**src/rtl/load_store_unit.sv**
```systemverilog
// Load/store unit: one outstanding request, byte/half/word accesses to a
// word-addressed data memory, partial stores done as read-modify-write.
module load_store_unit (
  input  logic        clock_in,
  input  logic        reset,
  input  logic        req_valid,
  output logic        req_ready,
  input  logic        req_write,
  input  logic [1:0]  req_size,
  input  logic        req_signed,
  input  logic [31:0] req_address,
  input  logic [31:0] req_wdata,
  output logic        resp_valid,
  output logic [31:0] resp_rdata,
  output logic        resp_error,
  output logic [31:0] mem_address,
  output logic        mem_read,
  output logic        mem_write,
  output logic [31:0] mem_write_data,
  input  logic [31:0] mem_read_data
);

  typedef enum logic [2:0] {IDLE, RD, WR, RESP, ERR} lsuState_t;

  lsuState_t   state;
  logic        readyQ;
  logic        writeQ;
  logic [1:0]  sizeQ;
  logic        signedQ;
  logic [31:0] addressQ;
  logic [31:0] wdataQ;
  logic [31:0] wordQ;
  logic [31:0] rdataQ;
  logic        misaligned;

  function automatic logic [31:0] extractLoad(input logic [31:0] word,
                                              input logic [1:0]  lane,
                                              input logic [1:0]  size,
                                              input logic        sext);
    logic [7:0]  byteVal;
    logic [15:0] halfVal;
    byteVal = word[{lane, 3'b000} +: 8];
    halfVal = lane[1] ? word[31:16] : word[15:0];
    case (size)
      2'b00:   return {{24{sext & byteVal[7]}}, byteVal};
      2'b01:   return {{16{sext & halfVal[15]}}, halfVal};
      default: return word;
    endcase
  endfunction

  // Only the addressed lane(s) of the captured word are overwritten.
  function automatic logic [31:0] mergeStore(input logic [31:0] word,
                                             input logic [1:0]  lane,
                                             input logic [1:0]  size,
                                             input logic [31:0] data);
    logic [31:0] merged;
    merged = word;
    case (size)
      2'b00: merged[{lane, 3'b000} +: 8] = data[7:0];
      2'b01: begin
        if (lane[1]) merged[31:16] = data[15:0];
        else         merged[15:0]  = data[15:0];
      end
      default: merged = data;
    endcase
    return merged;
  endfunction

  assign misaligned = (req_size == 2'b11) ||
                      (req_size == 2'b01 && req_address[0]) ||
                      (req_size == 2'b10 && req_address[1:0] != 2'b00);

  always_ff @(posedge clock_in or posedge reset) begin
    if (reset) begin
      state    <= IDLE;
      readyQ   <= 1'b0;
      writeQ   <= 1'b0;
      sizeQ    <= 2'b00;
      signedQ  <= 1'b0;
      addressQ <= 32'h0;
      wdataQ   <= 32'h0;
      wordQ    <= 32'h0;
      rdataQ   <= 32'h0;
    end else begin
      case (state)
        IDLE: begin
          if (req_valid && readyQ) begin
            writeQ   <= req_write;
            sizeQ    <= req_size;
            signedQ  <= req_signed;
            addressQ <= req_address;
            wdataQ   <= req_wdata;
            readyQ   <= 1'b0;
            if (misaligned)                          state <= ERR;
            else if (req_write && req_size == 2'b10) state <= WR;
            else                                     state <= RD;
          end else begin
            readyQ <= 1'b1;
          end
        end
        RD: begin
          wordQ <= mem_read_data;
          if (writeQ) begin
            state <= WR;
          end else begin
            rdataQ <= extractLoad(mem_read_data, addressQ[1:0], sizeQ, signedQ);
            state  <= RESP;
          end
        end
        WR: state <= RESP;
        RESP, ERR: begin
          state  <= IDLE;
          readyQ <= 1'b1;
        end
        default: begin
          state  <= IDLE;
          readyQ <= 1'b0;
        end
      endcase
    end
  end

  assign req_ready      = readyQ;
  assign mem_read       = (state == RD);
  assign mem_write      = (state == WR);
  assign resp_valid     = (state == RESP) || (state == ERR);
  assign resp_error     = (state == ERR);
  assign resp_rdata     = rdataQ;
  assign mem_address    = {2'b00, addressQ[31:2]};
  assign mem_write_data = mergeStore(wordQ, addressQ[1:0], sizeQ, wdataQ);

endmodule

```
**config.mk**
```make
export PLATFORM = sky130hd
export DESIGN_NAME = load_store_unit
export DESIGN_NICKNAME = d
export VERILOG_FILES = /design/src/rtl/load_store_unit.sv
export SDC_FILE = /design/constraint.sdc
export NUM_CORES = 1
export LEC_CHECK = 0
export CAP_MARGIN = 20
export CORE_MARGIN = 10
export CORE_UTILIZATION = 51
export DETAILED_ROUTE_END_ITERATION = 8
export GPL_ROUTABILITY_DRIVEN = 0
export PLACE_DENSITY_LB_ADDON = 0.15
export SETUP_SLACK_MARGIN = 0.4
export SLEW_MARGIN = 25
export SYNTH_ARGS = -nofsm -noshare
export SYNTH_HDL_FRONTEND = slang
export SYNTH_SLANG_ARGS = --single-unit
export TNS_END_PERCENT = 30
```
**constraint.sdc**
```tcl
create_clock -name clock_in -period 13.5 [get_ports clock_in]
set_clock_uncertainty 0.05 [all_clocks]
set_input_delay 2.025 -clock clock_in [delete_from_list [all_inputs] [get_ports clock_in]]
set_output_delay 2.025 -clock clock_in [all_outputs]
set_load 0.03 [all_outputs]
```
==> Implementation_results.wiki, run 1 <==
{| class="wikitable"
! Metric !! Value
|-
| Instance count of the mapped netlist || about 560
|-
| Post-detailed-placement cell area || 8600 um^2
|-
| Dominant synthesized flop cell || dfrtp_1
|-
| Setup repair after global routing missed its margin || false
|-
| Hold Crit Class || register to register
|-
| Placed cell count || between 800 and 900
|-
| Max transition margin || between 40 and 50%
|-
| Vias per inst || 5.80
|-
| Total power per unit cell area || roughly 300 nW/um^2
|-
| DRC violations left || 0
|-
| Setup slack of the most critical reg-to-reg path || between 10 and 15 ns
|-
| Remaining number of nets flagged by the antenna check after routing || 0
|-
| Run status || finished, final reports clean
|-
| Worst Hold Slack || 0.444 ns
|-
| Count of hold-fix buffers inserted at cts || 0
|-
| First-pass GRT wire length || 32000 um
|-
| Die outline area || 18200 um^2
|-
| Total non-filler cell area in the finished layout || 9220 um^2
|-
| Number of distinct library cell variants in the gate-level netlist after synthesis || slightly below 50
|-
| Total number of vias || 5262
|-
| Drt wl/cell || 22.8 um
|-
| Endpoint kind of the worst setup timing path || output port
|-
| Sum of overflow across all layers after global routing || 0
|-
| Most area-hungry cell type in the Yosys netlist || dfrtp_1
|-
| CTS-repair resized insts || 0
|-
| # port buffers || roughly 200
|-
| Kind of critical path || register to output port
|-
| Buffers from clock root to sink, at most || 2
|-
| Avg Inst Size Synth || between 10 and 15 um^2
|-
| Vias in the first global route || around 5600
|-
| Starting density of the core || ~53%
|-
| Setup bufs post-CTS || 0
|-
| Setup violators final || 0
|-
| Final count of hold timing violations || 0
|-
| Biggest area contributors in the synthesized netlist || dfrtp_1 51%, mux2_2 18%, buf_4 3.7%
|-
| Sequential area share after synthesis || 50.5%
|-
| Max Fanout on Critical Path || 23
|-
| Overall track demand over capacity in global routing || 22.6%
|-
| Count of synthesis-stage warnings from yosys || 0
|-
| Post-synth EDFFs || 0
|-
| Least-Margin Pin Slew || around 0.85 ns
|-
| Pin count of the biggest net entering global routing || 70
|-
| Final nets || 830
|-
| Clock Pin Slew Worst Setup and Hold Paths || about 0.06 ns
|-
| CTS tree || done
|-
| Final worst path period need || approximately 5.8 ns
|-
| Total clock buffers created by CTS || 17
|-
| Drt first pass iters || 5
|-
| Largest voltage drop on the vdd net || 0.182 mV
|-
| Die extent in y || approximately 130 um
|-
| Non-filler cells in the finished layout || 907
|-
| Initial detailed-routing violation count || between 400 and 500
|-
| Max-cap viol count || 0
|-
| Fraction of final layout cells sized beyond drive strength 1 || about a fifth
|-
| Setup TNS after final layout || 0 ns
|-
| Portion of synthesized cell area occupied by the leading cell type || ~50%
|-
| Clock Root Buffer || clkbuf_16
|-
| Synth cell count leaders || 136 x dfrtp_1, 106 x mux2_2, 39 x nand2_1, 39 x nand3_1, 33 x buf_4
|-
| Initial antenna violation count || 1
|-
| Total count of max-transition violations in the final report || 0
|-
| Insertion delay to the later sink of the worst-skew pair || ~0.42 ns
|-
| P&R area growth vs syn || 36.9%
|-
| Site row count || 41
|-
| Area of the mapped netlist || 6740 um^2
|-
| FFs w/ async S/R, synth || 100%
|-
| TritonCTS sink count || about 140
|-
| Horiz. Die Dim || around 130 um
|-
| Fmax || about 170 MHz
|-
| Data arrival time of the worst path || approximately 3.7 ns
|-
| HPWL reported at the end of detailed placement || between 15000 and 20000 um
|-
| Sort of element at the start of the critical path || register
|-
| Antenna diode count || 0
|-
| Static leakage || 3.82 nW
|-
| Number of primary I/O pins || slightly above 200
|-
| Period utilization || 42.9%
|-
| Most used standard cell by instance count after synthesis || dfrtp_1
|-
| Final routed wirelength across all metal layers || 20600 um
|-
| Register bit count reported by yosys || between 100 and 150
|-
| Filler cell count || between 800 and 900
|-
| H-tree level count || 4
|-
| Core region area || about 13000 um^2
|-
| Required time at the worst-slack endpoint || 11.43 ns
|}
## metal layers
layer,track usage [%],routed length (um)
met5,0,0
met4,7.12,354
met3,7.46,2060
met2,37.0,9830
met1,27.6,8400
## cells in the final DEF (no fill, tap or decap), drive strengths merged, types with 2 or more instances in the layout
cell type and instances:
clkbuf 19, o21ai 15, inv 6, nor2b 5, a22oi 7, nand2b 6
nor3b 5, a2111oi 2, bufinv 4, a221o 19, buf 5, o211ai 8
a21o 6, nand3b 8, nand3 39, and3b 2, and2 9, clkdlybuf4s50 201
dfrtp 136, nor2 8, nor3 5, mux2 111, a22o 21, clkinvlp 5
a21oi 17, ha 5, clkinv 4, conb 2, nand2 39, a211oi 2
## registers in the layout, indices dropped and copies added (netlist names)
signal      cells
addressQ       32
req_ready       1
resp_rdata     32
signedQ         1
sizeQ           2
state           3
wdataQ         32
wordQ          32
writeQ          1
## worst paths after layout
check,start,end,depth (start not counted)
max,addressQ[1]$_DFFE_PP0P_,mem_write_data[19],6
min,resp_rdata[30]$_DFFE_PP0P_,resp_rdata[30]$_DFFE_PP0P_,2
max reg2reg,state[2]$_DFFE_PP0N_,wdataQ[18]$_DFFE_PP0P_,3
min reg2reg,resp_rdata[30]$_DFFE_PP0P_,resp_rdata[30]$_DFFE_PP0P_,2
max in group asynchronous,reset,wdataQ[2]$_DFFE_PP0P_,3
min in group asynchronous,reset,addressQ[29]$_DFFE_PP0P_,2
## layout make-up
| type | count | area (um^2) | area share [%] |
|---|---|---|---|
| clock inverter | 13 | 178 | 1.93 |
| timing repair buffer | 206 | 2050 | 22.2 |
| inverter | 6 | 27.5 | 0.299 |
| sequential | 136 | 3400 | 36.9 |
| clock buffer | 19 | 443 | 4.80 |
| multi-input combinational | 355 | 2910 | 31.5 |
| tap | 172 | 215 | 2.33 |
## worst max-delay path, stage by stage, from the launching register on
cell and delay (ns):
dfrtp_1 0.83, inv_1 0.24, ha_1 0.29, a211oi_2 0.60, o21a_1 0.39, a221o_1 0.23
clkdlybuf4s50_1 0.70
## logic make-up (layout without fill, tap and decap cells)
| kind of cell | count (synthesis) | after routing | synth area share (%) |
|---|---|---|---|
| other | 1 | 2 | 0.0557 |
| buffers and inverters | 72 | 244 | 6.50 |
| AND/OR/NAND/NOR | 135 | 135 | 11.3 |
| adder cells (fa/ha/maj) | 5 | 5 | 0.929 |
| AO/OA/AOI/OAI | 101 | 101 | 12.0 |
| flip-flops | 136 | 136 | 50.5 |
| multiplexers | 112 | 112 | 18.7 |
## metrics by stage
| step | power [W] | setup WS [ns] | utilization [%] |
|---|---|---|---|
| 2_1_floorplan | 0.00176 | 7.79 | - |
| 6_report | 0.00278 | 7.71 | 72.2 |
| 3_5_place_dp | 0.00228 | 8.19 | 67.3 |
| 4_1_cts | 0.00279 | 7.71 | 72.2 |
| 5_1_grt | 0.00291 | 7.50 | 72.2 |
| 3_3_place_gp | 0.00224 | 8.39 | 67.3 |
## power by group
part	internal, W	leakage [nW]	switching [W]
registers	0.000612	1.63	0.000198
logic	0.000669	1.89	0.000809
clock network	0.000312	0.291	0.000177
total	0.00159	3.82	0.00118
(Power assumes the default switching activity.)
==> run 2, diff against run 1 <==
Settings changed: CORE_UTILIZATION 51 to 48.
Clock period 13.5 ns to 5.4 ns, I/O delays scaled along.
==> run 2 against run 1 <==
Core utilization fell by 5.1 points. Cell count is 0.99% higher. Clock power rose to 2.6 times the previous value. Worst hold slack lost 0.012 ns. First-iteration DRC count decreased by 14%. Register-to-register slack worse by 7.9 ns. Routed wire length down 1.3%. Sequential power grew 150%. Sequential share of layout area decreased by 0.24 points. Critical endpoint is now mem_write_data[21].
==> Implementation_results.wiki, run 2 (same netlist as run 1, synthesis figures left out) <==
{| class="wikitable"
! Metric !! Value
|-
| Site row count || 43 (+4.9%)
|-
| Die extent in y || 138 um (+2.6%)
|-
| Total count of max-transition violations in the final report || 0 (unchanged)
|-
| Endpoint kind of the worst setup timing path || output port
|-
| Worst setup path end || mem_write_data[21]
|-
| Setup repair after global routing missed its margin || false
|-
| Run status || finished, final reports clean
|-
| Final nets || 831 (+0.12%)
|-
| Period utilization || between 80% and 90%
|-
| Start of the worst register-to-register path || state[2]$_DFFE_PP0N_
|-
| Buffers from clock root to sink, at most || 2 (unchanged)
|-
| Vias in the first global route || 5552 (-0.64%)
|-
| P&R area growth vs syn || 37.8%
|-
| Initial detailed-routing violation count || 402 (-14%)
|-
| CTS tree || done
|-
| Fmax || ~220 MHz
|-
| # port buffers || 201 (unchanged)
|-
| Setup TNS after final layout || 0 ns (unchanged)
|-
| Drt wl/cell || 22.2 um (-2.2%)
|-
| Clock Root Buffer || clkbuf_16
|-
| Sum of overflow across all layers after global routing || 0 (unchanged)
|-
| Data arrival time of the worst path || 3.77 ns (+0.05 ns)
|-
| Static leakage || 3.84 nW (+0.60%)
|-
| Vias per inst || 5.74 (-1.0%)
|-
| Max-cap viol count || 0 (unchanged)
|-
| H-tree level count || 4 (unchanged)
|-
| Required time at the worst-slack endpoint || 4.54 ns (-6.89 ns)
|-
| Total power per unit cell area || 751 nW/um^2 (+150%)
|-
| Horiz. Die Dim || 138 um (+2.6%)
|-
| Hold Crit Class || register to register
|-
| Clock Pin Slew Worst Setup and Hold Paths || 0.06 ns (about the same)
|-
| Setup violators final || 0 (unchanged)
|-
| Remaining number of nets flagged by the antenna check after routing || 0 (unchanged)
|-
| TritonCTS sink count || 136 (unchanged)
|-
| Die outline area || 19200 um^2 (+5.3%)
|-
| Slowest cell on the critical path || dfrtp_1
|-
| Setup slack of the most critical reg-to-reg path || 2.92 ns (-7.89 ns)
|-
| Max transition margin || 31.9% (-11 points)
|-
| Core region area || 13800 um^2 (+8.2%)
|-
| Number of primary I/O pins || 204 (unchanged)
|-
| DRC violations left || 0 (unchanged)
|-
| Initial antenna violation count || 1 (unchanged)
|-
| Pin count of the biggest net entering global routing || 76 (+8.6%)
|-
| Start point of the critical path || addressQ[1]$_DFFE_PP0P_
|-
| Total number of vias || 5259 (-0.057%)
|-
| Kind of critical path || register to output port
|-
| Ordered cell list for the critical path || inv_1 -> ha_1 -> a211oi_2 -> o21a_1 -> a221o_1 -> clkdlybuf4s50_1
|-
| Least-Margin Pin Slew || 1.01 ns (+0.159 ns)
|-
| Overall track demand over capacity in global routing || 20.8% (-1.8 points)
|-
| Largest voltage drop on the vdd net || 0.462 mV (+150%)
|-
| Worst-case reg-to-reg path depth || 3 (unchanged)
|-
| Most frequent cells in the layout || 201 x clkdlybuf4s50_1, 136 x dfrtp_1, 106 x mux2_2
|-
| HPWL reported at the end of detailed placement || 15200 um (-0.37%)
|-
| Drt first pass iters || 7 (+2)
|-
| Total Power Consumption || 0.00697 W (+150%)
|-
| Count of hold-fix buffers inserted at cts || 0 (unchanged)
|-
| Setup bufs post-CTS || 0 (unchanged)
|-
| Antenna diode count || 0 (unchanged)
|-
| Insertion delay to the later sink of the worst-skew pair || 0.41 ns (about the same)
|-
| Total clock buffers created by CTS || 17 (unchanged)
|-
| Reg-to-Reg End || wdataQ[27]$_DFFE_PP0P_
|-
| Leading cell type in the layout, fill and taps excluded || clkdlybuf4s50_1
|-
| Sort of element at the start of the critical path || register
|-
| First-pass GRT wire length || 31800 um (-0.45%)
|-
| Final worst path period need || about 4.6 ns
|-
| Max Fanout on Critical Path || 23 (unchanged)
|-
| Fraction of final layout cells sized beyond drive strength 1 || 20.8% (-0.028 points)
|-
| CTS-repair resized insts || 0 (unchanged)
|-
| Filler cell count || 1024 (+15%)
|-
| Final routed wirelength across all metal layers || 20400 um (-1.3%)
|-
| Largest stage delay on the critical path || 0.84 ns (about the same)
|-
| Starting density of the core || 48.7% (-4.0 points)
|-
| Final count of hold timing violations || 0 (unchanged)
|}
## run 2: cell types whose count changed in the layout (fill, tap and decap cells not counted), sizes merged
cell / before / now
clkinv: 4 / 1
clkbuf: 19 / 21
buf: 5 / 6
bufinv: 4 / 5
clkinvlp: 5 / 4
inv: 6 / 7
## run 2: final cells by class
cell class              instances  area [um^2]  share of cell area (%)
clock buffers                  21          460                    4.96
clock inverters                11          194                    2.09
inverters                       6         25.0                   0.270
multi-input cells             355         2910                    31.3
flip-flops and latches        136         3400                    36.7
well taps                     180          225                    2.43
repair buffers                207         2070                    22.3
## run 2: critical path, delay by kind of cell (launching register included)
kind | cells | cell delay, ns
AOI/OAI and AO/OA | 3 | 1.26
adders and majority gates | 1 | 0.30
buffers and inverters | 2 | 0.95
DFF | 1 | 0.84
## run 2: worst min-delay path by stage
stage / depth (start not counted) / from / endpoint / slack (ns)
finish: 1 / addressQ[19]$_DFFE_PP0P_ / addressQ[19]$_DFFE_PP0P_ / 0.43
global route: 1 / addressQ[19]$_DFFE_PP0P_ / addressQ[19]$_DFFE_PP0P_ / 0.46
CTS: 1 / addressQ[19]$_DFFE_PP0P_ / addressQ[19]$_DFFE_PP0P_ / 0.44
detailed placement: 1 / addressQ[21]$_DFFE_PP0P_ / addressQ[21]$_DFFE_PP0P_ / 0.43
global placement: 1 / addressQ[21]$_DFFE_PP0P_ / addressQ[21]$_DFFE_PP0P_ / 0.42
floorplan: 1 / addressQ[19]$_DFFE_PP0P_ / addressQ[19]$_DFFE_PP0P_ / 0.41
## run 2: layer usage
metal / share of wire, % / vias up / GRT usage (%)
li1: - / 2352 / -
met1: 39 / 2597 / 24.5
met2: 46 / 261 / 32.1
met3: 11 / 47 / 8.49
met4: 3.7 / 2 / 10.3
met5: 0.098 / - / 0
## run 2: stage by stage
stage          setup WS, ns  std cells  utilization [%]  hold WS [ns]  area [um^2]
3_5_place_dp           1.28        884             62.4         0.430         8630
6_report              0.768        916             67.1         0.432         9280
5_1_grt               0.602        916             67.1         0.460         9280
3_3_place_gp           1.48        884             62.4         0.421         8630
4_1_cts               0.821        916             67.1         0.440         9280
2_1_floorplan         0.901        563                -         0.409         6740
## run 2: power by group
part / switching (W) / internal, W / leakage, nW
combinational: 0.00200 / 0.00168 / 1.90
sequential: 0.000492 / 0.00153 / 1.63
clock: 0.000434 / 0.000844 / 0.306
total: 0.00292 / 0.00405 / 3.84
==> run 3, diff against run 2 <==
Settings changed: MAX_ROUTING_LAYER set to met4, PLACE_DENSITY set to 0.81, PLACE_DENSITY_LB_ADDON 0.15 to not set.
Clock period 5.4 ns to 4.8 ns, I/O delays scaled along.
==> run 3 against run 2 <==
Clock power increased by 8%. Worst hold slack improved by 0.0049 ns. Via count fell by 0.23%. Cell count grew 0.11%. Critical path depth rose by 1. Die area is the same. First-iteration DRC count up 0.75%. Final area fell by 0.12%. Setup slack worse by 0.14 ns. Power grew 12%. Sequential cell count unchanged. Critical path type unchanged.
==> Implementation_results.wiki, run 3 (same netlist as run 1, synthesis figures left out) <==
{| class="wikitable"
! Metric !! Value
|-
| Initial detailed-routing violation count || 405 (+0.75%)
|-
| Final setup margin || 0.624 ns (-0.144 ns)
|-
| Clock Pin Slew Worst Setup and Hold Paths || 0.06 ns (about the same)
|-
| Setup TNS after final layout || 0 ns (unchanged)
|-
| Initial antenna violation count || 1 (unchanged)
|-
| Proportion of power drawn by the clock network || 17.7% (-0.6 points)
|-
| Total number of vias || 5247 (-0.23%)
|-
| Max transition margin || 39.9% (+8.0 points)
|-
| Final worst path period need || ~4.2 ns
|-
| First-pass GRT wire length || 32300 um (+1.6%)
|-
| Setup slack of the most critical reg-to-reg path || 2.45 ns (-0.47 ns)
|-
| Max Fanout on Critical Path || 23 (unchanged)
|-
| DRC violations left || 0 (unchanged)
|-
| Fmax || ~240 MHz
|-
| Vias per inst || 5.72 (-0.34%)
|-
| Drt first pass iters || 5 (-2)
|-
| Die extent in y || 138 um (unchanged)
|-
| Die outline area || 19200 um^2 (unchanged)
|-
| HPWL reported at the end of detailed placement || 15300 um (+0.56%)
|-
| Sw Ratio || 42.3% (+0.41 points)
|-
| Fraction of final layout cells sized beyond drive strength 1 || 21.1% (+0.27 points)
|-
| Busiest layer in global routing || met2
|-
| Final nets || 831 (unchanged)
|-
| Leading cell type in the layout, fill and taps excluded || clkdlybuf4s50_1
|-
| Ordered cell list for the critical path || inv_1 -> ha_1 -> nor3_1 -> and3_1 -> nor2b_1 -> a221o_1 -> clkdlybuf4s50_1
|-
| Sort of element at the start of the critical path || register
|-
| Most frequent cells in the layout || 201 x clkdlybuf4s50_1, 135 x dfrtp_1, 106 x mux2_2
|-
| Site row count || 43 (unchanged)
|-
| Placed cell count || 884 (unchanged)
|-
| P&R area growth vs syn || 37.6%
|-
| Total count of max-transition violations in the final report || 0 (unchanged)
|-
| TritonCTS sink count || 136 (unchanged)
|-
| Vias in the first global route || 5480 (-1.3%)
|-
| Total clock buffers created by CTS || 17 (unchanged)
|-
| Worst path buffer plus inverter count || 2 (unchanged)
|-
| Largest voltage drop on the vdd net || 0.479 mV (+3.6%)
|-
| Data arrival time of the worst path || 3.41 ns (-0.36 ns)
|-
| Number of primary I/O pins || 204 (unchanged)
|-
| Remaining number of nets flagged by the antenna check after routing || 0 (unchanged)
|-
| Horiz. Die Dim || 138 um (unchanged)
|-
| Clock Root Buffer || clkbuf_16
|-
| Insertion delay to the later sink of the worst-skew pair || 0.41 ns (about the same)
|-
| Core region area || 13800 um^2 (unchanged)
|-
| Setup violators final || 0 (unchanged)
|-
| Final routed wirelength across all metal layers || 20600 um (+1.1%)
|-
| Hold Crit Class || register to register
|-
| Non-filler cells in the finished layout || 917 (+0.11%)
|-
| Switching pwr || 0.00331 W (+13%)
|-
| Starting density of the core || 48.7% (unchanged)
|-
| Global routing usage on met2 || 32.3% (+0.25 points)
|-
| Period utilization || slightly below 90%
|-
| # port buffers || 201 (unchanged)
|-
| Kind of critical path || register to output port
|-
| Drt wl/cell || 22.5 um (+0.95%)
|-
| Sum of overflow across all layers after global routing || 0 (unchanged)
|-
| Required time at the worst-slack endpoint || 4.03 ns (-0.51 ns)
|-
| Combinational Power Share || 53.0% (+0.3 points)
|-
| Met3 usage || 6.85% (-1.6 points)
|-
| Largest stage delay on the critical path || 0.68 ns (-0.16 ns)
|-
| Overall track demand over capacity in global routing || 21.9% (+1.1 points)
|-
| Fraction of the core area covered by cells at the end of the flow || 67.1% (-0.081 points)
|-
| Setup bufs post-CTS || 0 (unchanged)
|-
| Endpoint kind of the worst setup timing path || output port
|-
| Least-Margin Pin Slew || 0.901 ns (-0.112 ns)
|-
| Sequential power share || 29.3% (+0.3 points)
|-
| Setup repair after global routing missed its margin || false
|-
| Post-place setup slack || 0.806 ns (-0.471 ns)
|-
| Max-cap viol count || 0 (unchanged)
|-
| Buffers from clock root to sink, at most || 2 (unchanged)
|-
| CTS tree || done
|-
| Slowest cell on the critical path || clkdlybuf4s50_1
|-
| GRT met1 Usage || 27.0% (+2.5 points)
|-
| Cell internal power dissipation || 0.00450 W (+11%)
|-
| H-tree level count || 4 (unchanged)
|-
| Run status || finished, final reports clean
|-
| Static leakage || 3.84 nW (about the same)
|-
| Pin count of the biggest net entering global routing || 137 (+80%)
|-
| Final count of hold timing violations || 0 (unchanged)
|-
| Category of cells accounting for the largest share of critical-path delay || simple AND/OR/NAND/NOR gates
|-
| Total power per unit cell area || 843 nW/um^2 (+12%)
|}
==> run 3: cell count changes in the layout (fill, tap and decap cells not counted) <==
cell / change
clkinv_2: +3
clkinv_4: +3
clkinvlp_4: -2
a211oi_2: -1
a211oi_4: +1
bufinv_16: -1
clkbuf_1: -1
dfrtp_1: -1
dfrtp_2: +1
diode_2: +1
inv_4: -1
inv_6: -1
==> run 3: tightest hold or removal path, cell delays in order (launching register included) <==
cell and delay (ns):
dfrtp_1 0.34, nand2_1 0.05, nand3_1 0.07
==> run 3: final timing paths <==
| kind | startpoint | endpoint | cells after the start |
|---|---|---|---|
| hold / removal | resp_rdata[16]$_DFFE_PP0P_ | resp_rdata[16]$_DFFE_PP0P_ | 2 |
| min in group asynchronous | reset | addressQ[4]$_DFFE_PP0P_ | 3 |
| setup reg to reg | state[2]$_DFFE_PP0N_ | resp_rdata[12]$_DFFE_PP0P_ | 5 |
| hold reg to reg | resp_rdata[16]$_DFFE_PP0P_ | resp_rdata[16]$_DFFE_PP0P_ | 2 |
| setup / recovery | addressQ[1]$_DFFE_PP0P_ | mem_write_data[31] | 7 |
| max in group asynchronous | reset | addressQ[18]$_DFFE_PP0P_ | 3 |
==> run 3: cell type report <==
| class | count | area (um^2) |
|---|---|---|
| Antenna cell | 1 | 2.50 |
| Clock inverter | 12 | 174 |
| Inverter | 6 | 26.3 |
| Timing Repair Buffer | 207 | 2070 |
| Clock buffer | 20 | 457 |
| Multi-Input combinational cell | 355 | 2910 |
| Sequential cell | 136 | 3400 |
| Fill cell | 1030 | 4560 |
| Tap cell | 180 | 225 |
==> run 3: power by group through the flow <==
stage	Combinational (W)	Sequential [W]	Clock, W
6_report	0.00414	0.00229	0.00138
5_1_grt	0.00438	0.00236	0.00146
4_1_cts	0.00416	0.00227	0.00141
3_5_place_dp	0.00413	0.00228	0
3_3_place_gp	0.00406	0.00226	0
2_1_floorplan	0.00271	0.00225	0
==> run 3: routing by layer <==
metal  vias up  wire, um
li1       2345         -
met1      2599      8550
met2       262      9600
met3        41      1810
met4         0       631
met5         -         0
==> run 3: stage by stage <==
| stage | power (W) | hold slack [ns] | area [um^2] |
|---|---|---|---|
| after floorplan | 0.00495 | 0.409 | 6740 |
| after global placement | 0.00632 | 0.420 | 8630 |
| after detailed placement | 0.00641 | 0.432 | 8630 |
| after CTS | 0.00784 | 0.445 | 9260 |
| after global routing | 0.00820 | 0.459 | 9270 |
| final | 0.00781 | 0.437 | 9270 |
==> run 3: timing repair <==
action	CTS	global route
hold buffers	0	0
endpoints found under the setup margin	11	7
resized for setup	1	1
gates cloned	0	0
